===== config.mk =====
export PLATFORM = sky130hd
export DESIGN_NAME = mmio_unit
export DESIGN_NICKNAME = d
export VERILOG_FILES = /design/src/rtl/mmio_pkg.sv /design/src/rtl/mmio_input_sync.sv /design/src/rtl/mmio_unit.sv
export SDC_FILE = /design/constraint.sdc
export NUM_CORES = 1
export LEC_CHECK = 0
export BUFFER_PORTS_ARGS = -buffer_cell sky130_fd_sc_hd__buf_2
export CAP_MARGIN = 15
export CELL_PAD_IN_SITES_DETAIL_PLACEMENT = 0
export CELL_PAD_IN_SITES_GLOBAL_PLACEMENT = 1
export CORE_MARGIN = 3
export CORE_UTILIZATION = 45
export CTS_BUF_LIST = sky130_fd_sc_hd__clkbuf_16
export CTS_CLUSTER_SIZE = 24
export DETAILED_ROUTE_END_ITERATION = 6
export PLACE_DENSITY = 0.91
export SLEW_MARGIN = 10
export SYNTH_ARGS = -nofsm -noshare
export SYNTH_HDL_FRONTEND = slang
export SYNTH_SLANG_ARGS = --single-unit

===== constraint.sdc =====
create_clock -name clk -period 3.74 [get_ports clk]
set_clock_uncertainty 0.05 [all_clocks]
set_input_delay 0.187 -clock clk [delete_from_list [all_inputs] [get_ports clk]]
set_output_delay 0.187 -clock clk [all_outputs]
set_load 0.05 [all_outputs]

===== src/rtl/mmio_pkg.sv =====
// ============================================================================
// Module  : mmio_pkg
// Purpose : Register map, status bit positions and the seven-segment decoder
//           shared by the memory-mapped I/O unit.
// Revision: 1.0 - initial release
// ============================================================================
`default_nettype none

package mmio_pkg;

  // Size of the decoded I/O window in bytes (16 word registers)
  localparam int unsigned IO_WINDOW_BYTES = 64;

  // Byte offsets from the window base; the low two bits are never decoded
  localparam logic [5:0] OFF_HEXV  = 6'h00;
  localparam logic [5:0] OFF_LEDRV = 6'h04;
  localparam logic [5:0] OFF_LEDGV = 6'h08;
  localparam logic [5:0] OFF_KDATA = 6'h10;
  localparam logic [5:0] OFF_KSTAT = 6'h14;
  localparam logic [5:0] OFF_SDATA = 6'h18;
  localparam logic [5:0] OFF_SSTAT = 6'h1C;
  localparam logic [5:0] OFF_TCNT  = 6'h20;
  localparam logic [5:0] OFF_TLIM  = 6'h24;
  localparam logic [5:0] OFF_TCTL  = 6'h28;

  // Status bit positions
  localparam int unsigned KSTAT_OVR_LSB = 16;
  localparam int unsigned SSTAT_CHG_BIT = 0;
  localparam int unsigned SSTAT_OVR_BIT = 1;
  localparam int unsigned TCTL_EN_BIT   = 0;
  localparam int unsigned TCTL_RDY_BIT  = 1;
  localparam int unsigned TCTL_OVR_BIT  = 2;

  // Board seven-segment decoder: segments active-low, bit order {g,f,e,d,c,b,a}
  function automatic logic [6:0] seg7_decode(input logic [3:0] nib);
    logic [6:0] seg;
    case (nib)
      4'h0: seg = 7'h40;
      4'h1: seg = 7'h79;
      4'h2: seg = 7'h24;
      4'h3: seg = 7'h30;
      4'h4: seg = 7'h19;
      4'h5: seg = 7'h12;
      4'h6: seg = 7'h02;
      4'h7: seg = 7'h78;
      4'h8: seg = 7'h00;
      4'h9: seg = 7'h10;
      4'hA: seg = 7'h08;
      4'hB: seg = 7'h03;
      4'hC: seg = 7'h46;
      4'hD: seg = 7'h21;
      4'hE: seg = 7'h06;
      default: seg = 7'h0E;
    endcase
    return seg;
  endfunction

endpackage

`default_nettype wire


===== src/rtl/mmio_input_sync.sv =====
// ============================================================================
// Module  : mmio_input_sync
// Purpose : Two-flop synchroniser for asynchronous board inputs, with an
//           optional per-bit debouncer (enabled by macro MMIO_DEBOUNCE_EN).
// Revision: 1.0 - initial release
// ============================================================================
`default_nettype none

module mmio_input_sync #(
  parameter int unsigned WIDTH           = 1,
  parameter int unsigned DEBOUNCE_CYCLES = 1
) (
  input  logic             clk,
  input  logic             reset,
  input  logic [WIDTH-1:0] din,
  output logic [WIDTH-1:0] dout
);

  logic [WIDTH-1:0] meta_q, meta_d;
  logic [WIDTH-1:0] sync_q, sync_d;

  // Synchroniser chain next state
  always_comb begin
    meta_d = din;
    sync_d = meta_q;
  end

  // Synchroniser flops
  always_ff @(posedge clk or negedge reset) begin
    if (!reset) begin
      meta_q <= '0;
      sync_q <= '0;
    end else begin
      meta_q <= meta_d;
      sync_q <= sync_d;
    end
  end

`ifdef MMIO_DEBOUNCE_EN
  localparam int unsigned CW = $clog2(DEBOUNCE_CYCLES + 1);
  localparam logic [CW-1:0] CNT_LAST = CW'(DEBOUNCE_CYCLES - 1);

  for (genvar i = 0; i < WIDTH; i++) begin : g_db
    logic [CW-1:0] cnt_q, cnt_d;
    logic          db_q, db_d;

    // Count consecutive disagreeing cycles; adopt the new level on the last one
    always_comb begin
      cnt_d = cnt_q;
      db_d  = db_q;
      if (sync_q[i] == db_q) begin
        cnt_d = '0;
      end else if (cnt_q == CNT_LAST) begin
        cnt_d = '0;
        db_d  = sync_q[i];
      end else begin
        cnt_d = cnt_q + 1'b1;
      end
    end

    // Debounce state flops
    always_ff @(posedge clk or negedge reset) begin
      if (!reset) begin
        cnt_q <= '0;
        db_q  <= 1'b0;
      end else begin
        cnt_q <= cnt_d;
        db_q  <= db_d;
      end
    end

    assign dout[i] = db_q;
  end
`else
  assign dout = sync_q;
`endif

endmodule

`default_nettype wire


===== src/rtl/mmio_unit.sv =====
// ============================================================================
// Module  : mmio_unit
// Purpose : Memory-mapped I/O window for the memory stage: LED/HEX output
//           registers, synchronised SW/KEY inputs with sticky W1C status,
//           and a prescaled tick timer. Loads return registered data one
//           cycle later. Optional debounce: macro MMIO_DEBOUNCE_EN.
// Revision: 1.0 - initial release
// ============================================================================
`default_nettype none

module mmio_unit
  import mmio_pkg::*;
#(
  parameter int unsigned       DBITS           = 32,
  parameter logic [DBITS-1:0]  IO_BASE         = 'hF000_0000,
  parameter int unsigned       NUM_SW          = 10,
  parameter int unsigned       NUM_KEY         = 4,
  parameter int unsigned       NUM_LEDR        = 10,
  parameter int unsigned       NUM_LEDG        = 8,
  parameter int unsigned       HEX_DIGITS      = 4,
  parameter int unsigned       TIMER_DIV       = 50000,
  parameter int unsigned       DEBOUNCE_CYCLES = 250000
) (
  input  logic                    clk,
  input  logic                    reset,
  input  logic [DBITS-1:0]        addr,
  input  logic                    isLoad,
  input  logic                    isStore,
  input  logic [DBITS-1:0]        wrData,
  output logic [DBITS-1:0]        rdData,
  output logic                    rdValid,
  output logic                    ioHit,
  input  logic [NUM_SW-1:0]       SW,
  input  logic [NUM_KEY-1:0]      KEY,
  output logic [NUM_LEDR-1:0]     LEDR,
  output logic [NUM_LEDG-1:0]     LEDG,
  output logic [7*HEX_DIGITS-1:0] HEX
);

  localparam int unsigned HEXW = 4 * HEX_DIGITS;
  localparam int unsigned PW   = (TIMER_DIV > 1) ? $clog2(TIMER_DIV) : 1;
  localparam logic [PW-1:0] PRESC_LAST = PW'(TIMER_DIV - 1);

  // ---- synchronised inputs ------------------------------------------------
  logic [NUM_SW-1:0]  sw_s;
  logic [NUM_KEY-1:0] key_s;

  mmio_input_sync #(.WIDTH(NUM_SW), .DEBOUNCE_CYCLES(DEBOUNCE_CYCLES)) u_sw_sync (
    .clk(clk), .reset(reset), .din(SW), .dout(sw_s)
  );

  mmio_input_sync #(.WIDTH(NUM_KEY), .DEBOUNCE_CYCLES(DEBOUNCE_CYCLES)) u_key_sync (
    .clk(clk), .reset(reset), .din(KEY), .dout(key_s)
  );

  // ---- state --------------------------------------------------------------
  logic [HEXW-1:0]     hexv_q, hexv_d;
  logic [NUM_LEDR-1:0] ledr_q, ledr_d;
  logic [NUM_LEDG-1:0] ledg_q, ledg_d;
  logic [NUM_SW-1:0]   sw_prev_q, sw_prev_d;
  logic [NUM_KEY-1:0]  key_prev_q, key_prev_d;
  logic [NUM_KEY-1:0]  kready_q, kready_d;
  logic [NUM_KEY-1:0]  kover_q, kover_d;
  logic                schg_q, schg_d;
  logic                sover_q, sover_d;
  logic [DBITS-1:0]    tcnt_q, tcnt_d;
  logic [DBITS-1:0]    tlim_q, tlim_d;
  logic                ten_q, ten_d;
  logic                tready_q, tready_d;
  logic                tover_q, tover_d;
  logic [PW-1:0]       presc_q, presc_d;
  logic [DBITS-1:0]    rd_data_q, rd_data_d;
  logic                rd_valid_q, rd_valid_d;

  // ---- decode -------------------------------------------------------------
  logic [DBITS-1:0]   w_off;
  logic [5:0]         w_reg;
  logic               w_st, w_ld;
  logic [NUM_KEY-1:0] w_press;
  logic               w_sw_chg;
  logic               w_tick;
  logic [DBITS-1:0]   w_rdata;

  // Unsigned offset compare also rejects addresses below the base (they wrap high)
  assign w_off    = addr - IO_BASE;
  assign ioHit    = (w_off < DBITS'(IO_WINDOW_BYTES));
  assign w_reg    = {w_off[5:2], 2'b00};
  assign w_st     = isStore & ioHit;
  assign w_ld     = isLoad & ~isStore & ioHit;
  // Key press = synced (active-low) key falls, i.e. the inverted level rises
  assign w_press  = key_prev_q & ~key_s;
  assign w_sw_chg = |(sw_s ^ sw_prev_q);
  assign w_tick   = ten_q && (presc_q == PRESC_LAST);

  // Register writes, W1C clears, then event sets so a coincident event is kept
  always_comb begin
    hexv_d     = hexv_q;
    ledr_d     = ledr_q;
    ledg_d     = ledg_q;
    kready_d   = kready_q;
    kover_d    = kover_q;
    schg_d     = schg_q;
    sover_d    = sover_q;
    tcnt_d     = tcnt_q;
    tlim_d     = tlim_q;
    ten_d      = ten_q;
    tready_d   = tready_q;
    tover_d    = tover_q;
    presc_d    = presc_q;
    sw_prev_d  = sw_s;
    key_prev_d = key_s;

    if (ten_q) begin
      presc_d = w_tick ? '0 : presc_q + 1'b1;
    end

    if (w_tick) begin
      if ((tlim_q != '0) && (tcnt_q == tlim_q - 1'b1)) begin
        tcnt_d = '0;
      end else begin
        tcnt_d = tcnt_q + 1'b1;
      end
    end

    if (w_st) begin
      case (w_reg)
        OFF_HEXV:  hexv_d = wrData[HEXW-1:0];
        OFF_LEDRV: ledr_d = wrData[NUM_LEDR-1:0];
        OFF_LEDGV: ledg_d = wrData[NUM_LEDG-1:0];
        OFF_KSTAT: begin
          kready_d = kready_q & ~wrData[NUM_KEY-1:0];
          kover_d  = kover_q & ~wrData[KSTAT_OVR_LSB +: NUM_KEY];
        end
        OFF_SSTAT: begin
          schg_d  = schg_q & ~wrData[SSTAT_CHG_BIT];
          sover_d = sover_q & ~wrData[SSTAT_OVR_BIT];
        end
        OFF_TCNT:  tcnt_d = wrData;
        OFF_TLIM:  tlim_d = wrData;
        OFF_TCTL: begin
          ten_d    = wrData[TCTL_EN_BIT];
          tready_d = tready_q & ~wrData[TCTL_RDY_BIT];
          tover_d  = tover_q & ~wrData[TCTL_OVR_BIT];
          if (!wrData[TCTL_EN_BIT]) begin
            presc_d = '0;
          end
        end
        default: ;
      endcase
    end

    // Overrun tests the pre-clear ready/changed values
    kover_d  = kover_d | (w_press & kready_q);
    kready_d = kready_d | w_press;
    if (w_sw_chg) begin
      sover_d = sover_d | schg_q;
      schg_d  = 1'b1;
    end
    if (w_tick && (tlim_q != '0) && (tcnt_q == tlim_q - 1'b1)) begin
      tover_d  = tover_d | tready_q;
      tready_d = 1'b1;
    end
  end

  // Load data mux; unmapped offsets read zero
  always_comb begin
    w_rdata = '0;
    case (w_reg)
      OFF_HEXV:  w_rdata[HEXW-1:0]     = hexv_q;
      OFF_LEDRV: w_rdata[NUM_LEDR-1:0] = ledr_q;
      OFF_LEDGV: w_rdata[NUM_LEDG-1:0] = ledg_q;
      OFF_KDATA: w_rdata[NUM_KEY-1:0]  = ~key_s;
      OFF_KSTAT: begin
        w_rdata[NUM_KEY-1:0]              = kready_q;
        w_rdata[KSTAT_OVR_LSB +: NUM_KEY] = kover_q;
      end
      OFF_SDATA: w_rdata[NUM_SW-1:0] = sw_s;
      OFF_SSTAT: begin
        w_rdata[SSTAT_CHG_BIT] = schg_q;
        w_rdata[SSTAT_OVR_BIT] = sover_q;
      end
      OFF_TCNT:  w_rdata = tcnt_q;
      OFF_TLIM:  w_rdata = tlim_q;
      OFF_TCTL: begin
        w_rdata[TCTL_EN_BIT]  = ten_q;
        w_rdata[TCTL_RDY_BIT] = tready_q;
        w_rdata[TCTL_OVR_BIT] = tover_q;
      end
      default: ;
    endcase
    rd_data_d  = w_ld ? w_rdata : rd_data_q;
    rd_valid_d = w_ld;
  end

  // All architectural state
  always_ff @(posedge clk or negedge reset) begin
    if (!reset) begin
      hexv_q     <= '0;
      ledr_q     <= '0;
      ledg_q     <= '0;
      sw_prev_q  <= '0;
      key_prev_q <= '0;
      kready_q   <= '0;
      kover_q    <= '0;
      schg_q     <= 1'b0;
      sover_q    <= 1'b0;
      tcnt_q     <= '0;
      tlim_q     <= '0;
      ten_q      <= 1'b0;
      tready_q   <= 1'b0;
      tover_q    <= 1'b0;
      presc_q    <= '0;
      rd_data_q  <= '0;
      rd_valid_q <= 1'b0;
    end else begin
      hexv_q     <= hexv_d;
      ledr_q     <= ledr_d;
      ledg_q     <= ledg_d;
      sw_prev_q  <= sw_prev_d;
      key_prev_q <= key_prev_d;
      kready_q   <= kready_d;
      kover_q    <= kover_d;
      schg_q     <= schg_d;
      sover_q    <= sover_d;
      tcnt_q     <= tcnt_d;
      tlim_q     <= tlim_d;
      ten_q      <= ten_d;
      tready_q   <= tready_d;
      tover_q    <= tover_d;
      presc_q    <= presc_d;
      rd_data_q  <= rd_data_d;
      rd_valid_q <= rd_valid_d;
    end
  end

  assign rdData  = rd_data_q;
  assign rdValid = rd_valid_q;
  assign LEDR    = ledr_q;
  assign LEDG    = ledg_q;

  for (genvar i = 0; i < HEX_DIGITS; i++) begin : g_hex
    assign HEX[7*i +: 7] = seg7_decode(hexv_q[4*i +: 4]);
  end

endmodule

`default_nettype wire


==> qor.yml, run 1 <==
root_buffer: "clkbuf_16"
rsz0062_at_grt: "false"
end_kind: "flip-flop"
fmax_ghz: 0.290
syn_avg_cell_area_um2: 9.97
ys.warnings.count: 0
worstPathMaxFanout: 31
ios: 162
clock_sink_count: 202
first_pass_iters: 5
finalSetupTns_ns: 0
worstMarginPinSlew_ns: 0.995
path_delay_family: "simple AND/OR/NAND/NOR gates"
critical_path_buf_inv_count: 1
cts_setup_buffers: 0
hpwl_mm: 21.8
status: "finished, final reports clean"
synth_ff_type: "dfrtp_1"
synthArstFlopShare: 1.00
max_slew_margin: 0.337
grt_pass1_wl_mm: 48.7
leakagePower_uw: 0.00609
cp-endpoint: "tcnt_q[12]$_DFF_PN0_"
synth-seq-cells: 202
final_max_slew_viol_count: 0
num_vias: 9250
required_ns: 4.05
final_cells: 1639
drtIter0Drc: 589
rr_endpoint: "tcnt_q[12]$_DFF_PN0_"
grt_overflow_total: 0
rrSetupSlack_ns: 0.29
ant_nets: 0
cts.clk_slew.worst_paths_ns: 0.06
reg2reg_from: "tlim_q[22]$_DFFE_PN0P_"
ff2ff_path_depth: 9
start_kind: "flip-flop"
gp_congestion: 0.907
setup_viol: 0
max-cap-violations: 0
final_nets: 1416
start_util: 0.464
path_cells: "or4_4, or3_1, nor4_2, mux2_2, a2bb2oi_1, or4_4, nor3_4, buf_12, o31ai_1"
syn_nets: 1215
crit_type: "flip-flop to flip-flop"
post-route-period-util: 0.922
area_growth_pct: 22.3
route.detailed.drc: 0
antenna_found_initial: 0
clock_latency_ns: 0.53
fp-row-count: 56
routed_wl_mm: 30.2
clk_path_buf_depth: 3
avgRoutedWirePerCell_um: 18.4
antenna_cells: 0
port_buffers: 159
power_density_nw_per_um2: 342
vias_per_cell: 5.64
cp_slowest_stage_delay_ns: 0.57
yosysUniqueCellTypes: 72
syn_area_um2: 11000
die_h_um: 162
grt_usage: 0.228
placed_cells: 1554
placed_area_um2: 12300
fin_util: 0.567
syn_inst: 1105
numCtsBuffers: 22
core_area_um2: 23800
grt_max_degree: 105
fillers: 2100
crit_top_cell: "or4_4"
hold_path_depth: 5
ir_worst_vdd_mv: 0.366
finalHoldViolCount: 0
fp.dieW_um: 162
h-tree-depth: 1
critPathLaunch: "tlim_q[22]$_DFFE_PN0P_"
crit_slowest_cell: "or4_4"
synth-edff-count: 0
min_path_type: "input port to flip-flop"
fin_area_um2: 13500
grt_pass1_vias: 9104
fin_crit_ns: 3.45
dieArea_um2: 26400
drive_gt1_frac: 0.239
cts_tree: "done"
critPathArrivalTime_ns: 3.76
synth_seq_area_share: 0.459
path_depth: 9
worst min path at each step:
stage | from | to | slack, ns
floorplan | reset | LEDG[0]$_DFFE_PN0P_ | -0.16
global placement | KEY[2] | u_key_sync.meta_q[2]$_DFF_PN0_ | 0.24
detailed placement | SW[0] | u_sw_sync.meta_q[0]$_DFF_PN0_ | 0.25
CTS | addr[3] | sover_q$_DFF_PN0_ | 0.16
global route | addr[3] | schg_q$_DFFE_PN0P_ | 0.23
finish | addr[3] | schg_q$_DFFE_PN0P_ | 0.19
synthesized netlist by cell type, drive strengths merged, types with 28 or more instances:
library cell,count,share of area
xnor2,39,0.031
xor2,55,0.044
o21ai,39,0.018
o31ai,29,0.024
mux2,58,0.059
clkbuf,55,0.019
dfrtp,202,0.46
nor3,31,0.015
nand2,108,0.037
nor2,110,0.037
ha,28,0.032
a21oi,28,0.013
worst reg2reg max path: stages, from the launching register on:
cell and delay, ns:
dfrtp_1 0.37, or4_4 0.57, or3_1 0.38, nor4_2 0.34
mux2_2 0.37, a2bb2oi_1 0.13, or4_4 0.57, nor3_4 0.17
buf_12 0.24, o31ai_1 0.12
placed cells by master (no fill, tap or decap), types with 18 or more instances in the layout:
| cell type | instances |
|---|---|
| a21oi_1 | 28 |
| a221oi_1 | 18 |
| a22oi_1 | 21 |
| buf_2 | 158 |
| buf_4 | 34 |
| clkbuf_16 | 22 |
| dfrtp_1 | 202 |
| dlygate4sd3_1 | 47 |
| ha_1 | 28 |
| inv_1 | 28 |
| mux2_2 | 58 |
| nand2_1 | 108 |
| nand3_1 | 27 |
| nand4_1 | 24 |
| nor2_1 | 109 |
| nor3_1 | 28 |
| o21ai_0 | 38 |
| o31ai_1 | 20 |
| xnor2_1 | 39 |
| xor2_1 | 55 |
flip-flops by register name, summed over array words and instances (netlist names), 8 cells and up:
| register | count |
|---|---|
| hexv_q | 16 |
| u_sw_sync.meta_q | 10 |
| tcnt_q | 32 |
| LEDR | 10 |
| u_sw_sync.dout | 10 |
| LEDG | 8 |
| rdData | 32 |
| tlim_q | 32 |
| presc_q | 16 |
| sw_prev_q | 10 |
where the power goes:
part / internal, µW / total (µW) / switching (µW)
logic: 93.3 / 222 / 129
registers: 2210 / 2220 / 13.8
clock network: 1280 / 2170 / 887
per-layer routing:
| layer | vias to the layer above | track usage | part of all wire | wire, µm |
|---|---|---|---|---|
| li1 | 4383 | - | - | - |
| met1 | 4533 | 0.316 | 0.44 | 13300 |
| met2 | 280 | 0.379 | 0.48 | 14600 |
| met3 | 54 | 0.0343 | 0.055 | 1680 |
| met4 | 0 | 0.0551 | 0.023 | 708 |
| met5 | - | 0 | 0 | 0 |
metrics by stage:
stage	power, µW	setup slack, ns	hold WS, ns
floorplan	2320	0.330	-0.159
global placement	2440	0.315	0.245
detailed placement	2450	0.292	0.246
CTS	4660	0.255	0.160
global route	4770	0.172	0.225
finish	4610	0.293	0.194
repair_timing:
item	CTS	global route
endpoints found under the setup margin	0	13
gates resized for setup	0	1
endpoints found under the hold margin	213	0
hold buffers	47	0
area by class of cell:
cell class / count / area [µm²] / share of cell area
Sequential cell: 202 / 5050 / 0.375
Timing Repair Buffer: 243 / 1590 / 0.118
Tap cell: 319 / 399 / 0.0296
Multi-Input combinational cell: 812 / 5610 / 0.416
Inverter: 25 / 93.8 / 0.00697
Clock buffer: 22 / 551 / 0.0409
Clock inverter: 16 / 171 / 0.0127
cell families (layout without fill, tap and decap cells):
logic type,Yosys count,count (layout),share of synthesized area
AOI/OAI and AO/OA,208,208,0.138
xor gates and xnor gates,94,94,0.0747
adders and majority gates,28,28,0.0318
buffers and inverters,91,306,0.0344
DFF,202,202,0.459
muxes,77,77,0.0788
and+or+nand+nor,405,405,0.183
Power figures use the tool's default switching activity.
==> run 2: changes to the inputs <==
- clock period: 3.74 -> 3.32 ns (I/O delays scaled with it)
==> run 2 against run 1 <==
Via count increased by 3.3%. Combinational power is 14% higher. Clock power rose by 21%. Critical path type unchanged. Register-to-register slack worse by 0.28 ns. Setup slack got worse by 0.28 ns. Sequential power is 13% higher. Worst hold slack lost 0.030 ns. Final cell count increased by 2.6%. Global-route usage increased by 0.91 points. Highest routed layer unchanged. Flip-flop and latch count unchanged. Total power grew 17%.
==> qor.yml, run 2 (synthesis gave the netlist of run 1 again) <==
cp_slowest_stage_delay_ns: 0.54
post-route-period-util: 0.996
crit_slowest_cell: "or4_4"
final_nets: 1455
final_cells: 1681
dieArea_um2: 26400
max_slew_margin: 0.433
grt_usage: 0.237
core_area_um2: 23800
routed_wl_mm: 32.1
final_common_cell: "dfrtp_1"
path_delay_family: "simple AND/OR/NAND/NOR gates"
pwr-share-clk: 0.487
fillers: 2017
finalHoldViolCount: 0
fin_crit_ns: 3.31
p_sw_uw: 1260
p_int_uw: 4120
fp-row-count: 56
start_kind: "flip-flop"
seqCellArea_um2: 5050
min_path_type: "input port to flip-flop"
hold_path_depth: 5
rrSetupSlack_ns: 0.01
rr_endpoint: "tcnt_q[19]$_DFF_PN0_"
grt_pass1_wl_mm: 50.6
ir_worst_vdd_mv: 0.404
numCtsBuffers: 23
worstMarginPinSlew_ns: 0.850
grt.met3_usage: 0.0361
clock_sink_count: 202
gp_congestion: 1.01
grt_max_degree: 96
crit_type: "flip-flop to flip-flop"
power_density_nw_per_um2: 386
critPathArrivalTime_ns: 3.66
drive_gt1_frac: 0.274
placed_cells: 1586
fin_util: 0.587
critical_path_buf_inv_count: 2
drtIter0Drc: 804
end_kind: "flip-flop"
path_cells: "or4_4, or3_4, nor4_4, mux2_4, a2bb2oi_1, or4_4, nor3_4, buf_6, clkbuf_16, o31ai_1"
leakagePower_uw: 0.00634
area_growth_pct: 26.6
rsz0062_at_grt: "true"
total_power_uw: 5380
antenna_found_initial: 0
busiest_layer: "met2"
clk_path_buf_depth: 3
grt_overflow_total: 0
start_util: 0.464
ios: 162
required_ns: 3.67
cts.clk_slew.worst_paths_ns: 0.06
swShare: 0.234
grt_use_met2: 0.387
num_vias: 9559
grtUsageMet1: 0.328
crit_top_cell: "or4_4"
grt_pass1_vias: 9318
route.detailed.drc: 0
pwr-share-comb: 0.047
final_max_slew_viol_count: 0
fp.dieW_um: 162
power_frac_seq: 0.466
final_cell_mix: "dfrtp_1 (202), buf_2 (158), nor2_1 (109)"
status: "finished, final reports clean"
antenna_cells: 0
ff2ff_path_depth: 10
port_buffers: 159
fmax_ghz: 0.302
reg2reg_from: "tlim_q[24]$_DFFE_PN0P_"
multi_input_area_um2: 5680
root_buffer: "clkbuf_16"
hpwl_mm: 22.8
clock_latency_ns: 0.53
min_from: "addr[3]"
die_h_um: 162
setup_viol: 0
avgRoutedWirePerCell_um: 19.1
h-tree-depth: 1
max-cap-violations: 0
first_pass_iters: 5
ant_nets: 0
vias_per_cell: 5.69
cts_tree: "done"
hold_end: "schg_q$_DFFE_PN0P_"
worstPathMaxFanout: 8
==> run 2: layout make-up <==
cell class              instances  share of cell area
clock buffers                  23              0.0413
clock inverters                19              0.0146
multi-input cells             812               0.407
flip-flops and latches        202               0.362
well taps                     319              0.0286
repair buffers                281               0.139
inverters                      25             0.00673
==> run 2: per-layer routing <==
metal	vias up	wire, µm
met3	62	1960
met4	0	921
met5	-	0
met2	325	15200
met1	4709	14000
li1	4463	-
==> run 2: tightest hold or removal path: stages <==
cell and delay [ns]:
buf_2 0.22, nand2_1 0.10, nor3_1 0.06, nand2_1 0.06, a21o_1 0.10
==> run 2: repair_timing <==
action / CTS / global route
hold buffers: 47 / 0
hold endpoints to repair: 209 / 0
resized for setup: 6 / 12
gates cloned: 1 / 2
buffers inserted: 3 / 0
pin swaps: 2 / 0
setup endpoints to repair: 31 / 33
==> run 2: worst max-delay path by stage <==
| stage | start | end | cells after the start |
|---|---|---|---|
| floorplan | tlim_q[21]$_DFFE_PN0P_ | tcnt_q[22]$_DFF_PN0_ | 10 |
| global placement | tlim_q[0]$_DFFE_PN0P_ | tcnt_q[20]$_DFF_PN0_ | 11 |
| detailed placement | tlim_q[0]$_DFFE_PN0P_ | tcnt_q[10]$_DFF_PN0_ | 11 |
| CTS | tlim_q[0]$_DFFE_PN0P_ | tcnt_q[4]$_DFF_PN0_ | 11 |
| global route | tlim_q[24]$_DFFE_PN0P_ | tcnt_q[11]$_DFF_PN0_ | 10 |
| finish | tlim_q[24]$_DFFE_PN0P_ | tcnt_q[19]$_DFF_PN0_ | 10 |
==> run 2: through the flow <==
step                      setup TNS [ns]  worst slack [ns]  instance area, µm²  hold WS, ns
final                                  0            0.0139               13900        0.163
after global placement           -0.0129          -0.00276               12500        0.223
after global routing               -2.72            -0.102               13900        0.189
after detailed placement           -1.44           -0.0626               12500        0.225
after CTS                              0          0.000976               13800        0.137
after floorplan                        0            0.0137               11000       -0.180
==> run 2: power groups by stage <==
stage | clock network, µW | registers, µW | logic (µW)
after global routing | 2770 | 2500 | 279
after global placement | 0 | 2550 | 207
final | 2620 | 2500 | 253
after floorplan | 0 | 2540 | 66.6
after detailed placement | 0 | 2550 | 211
after CTS | 2660 | 2500 | 255
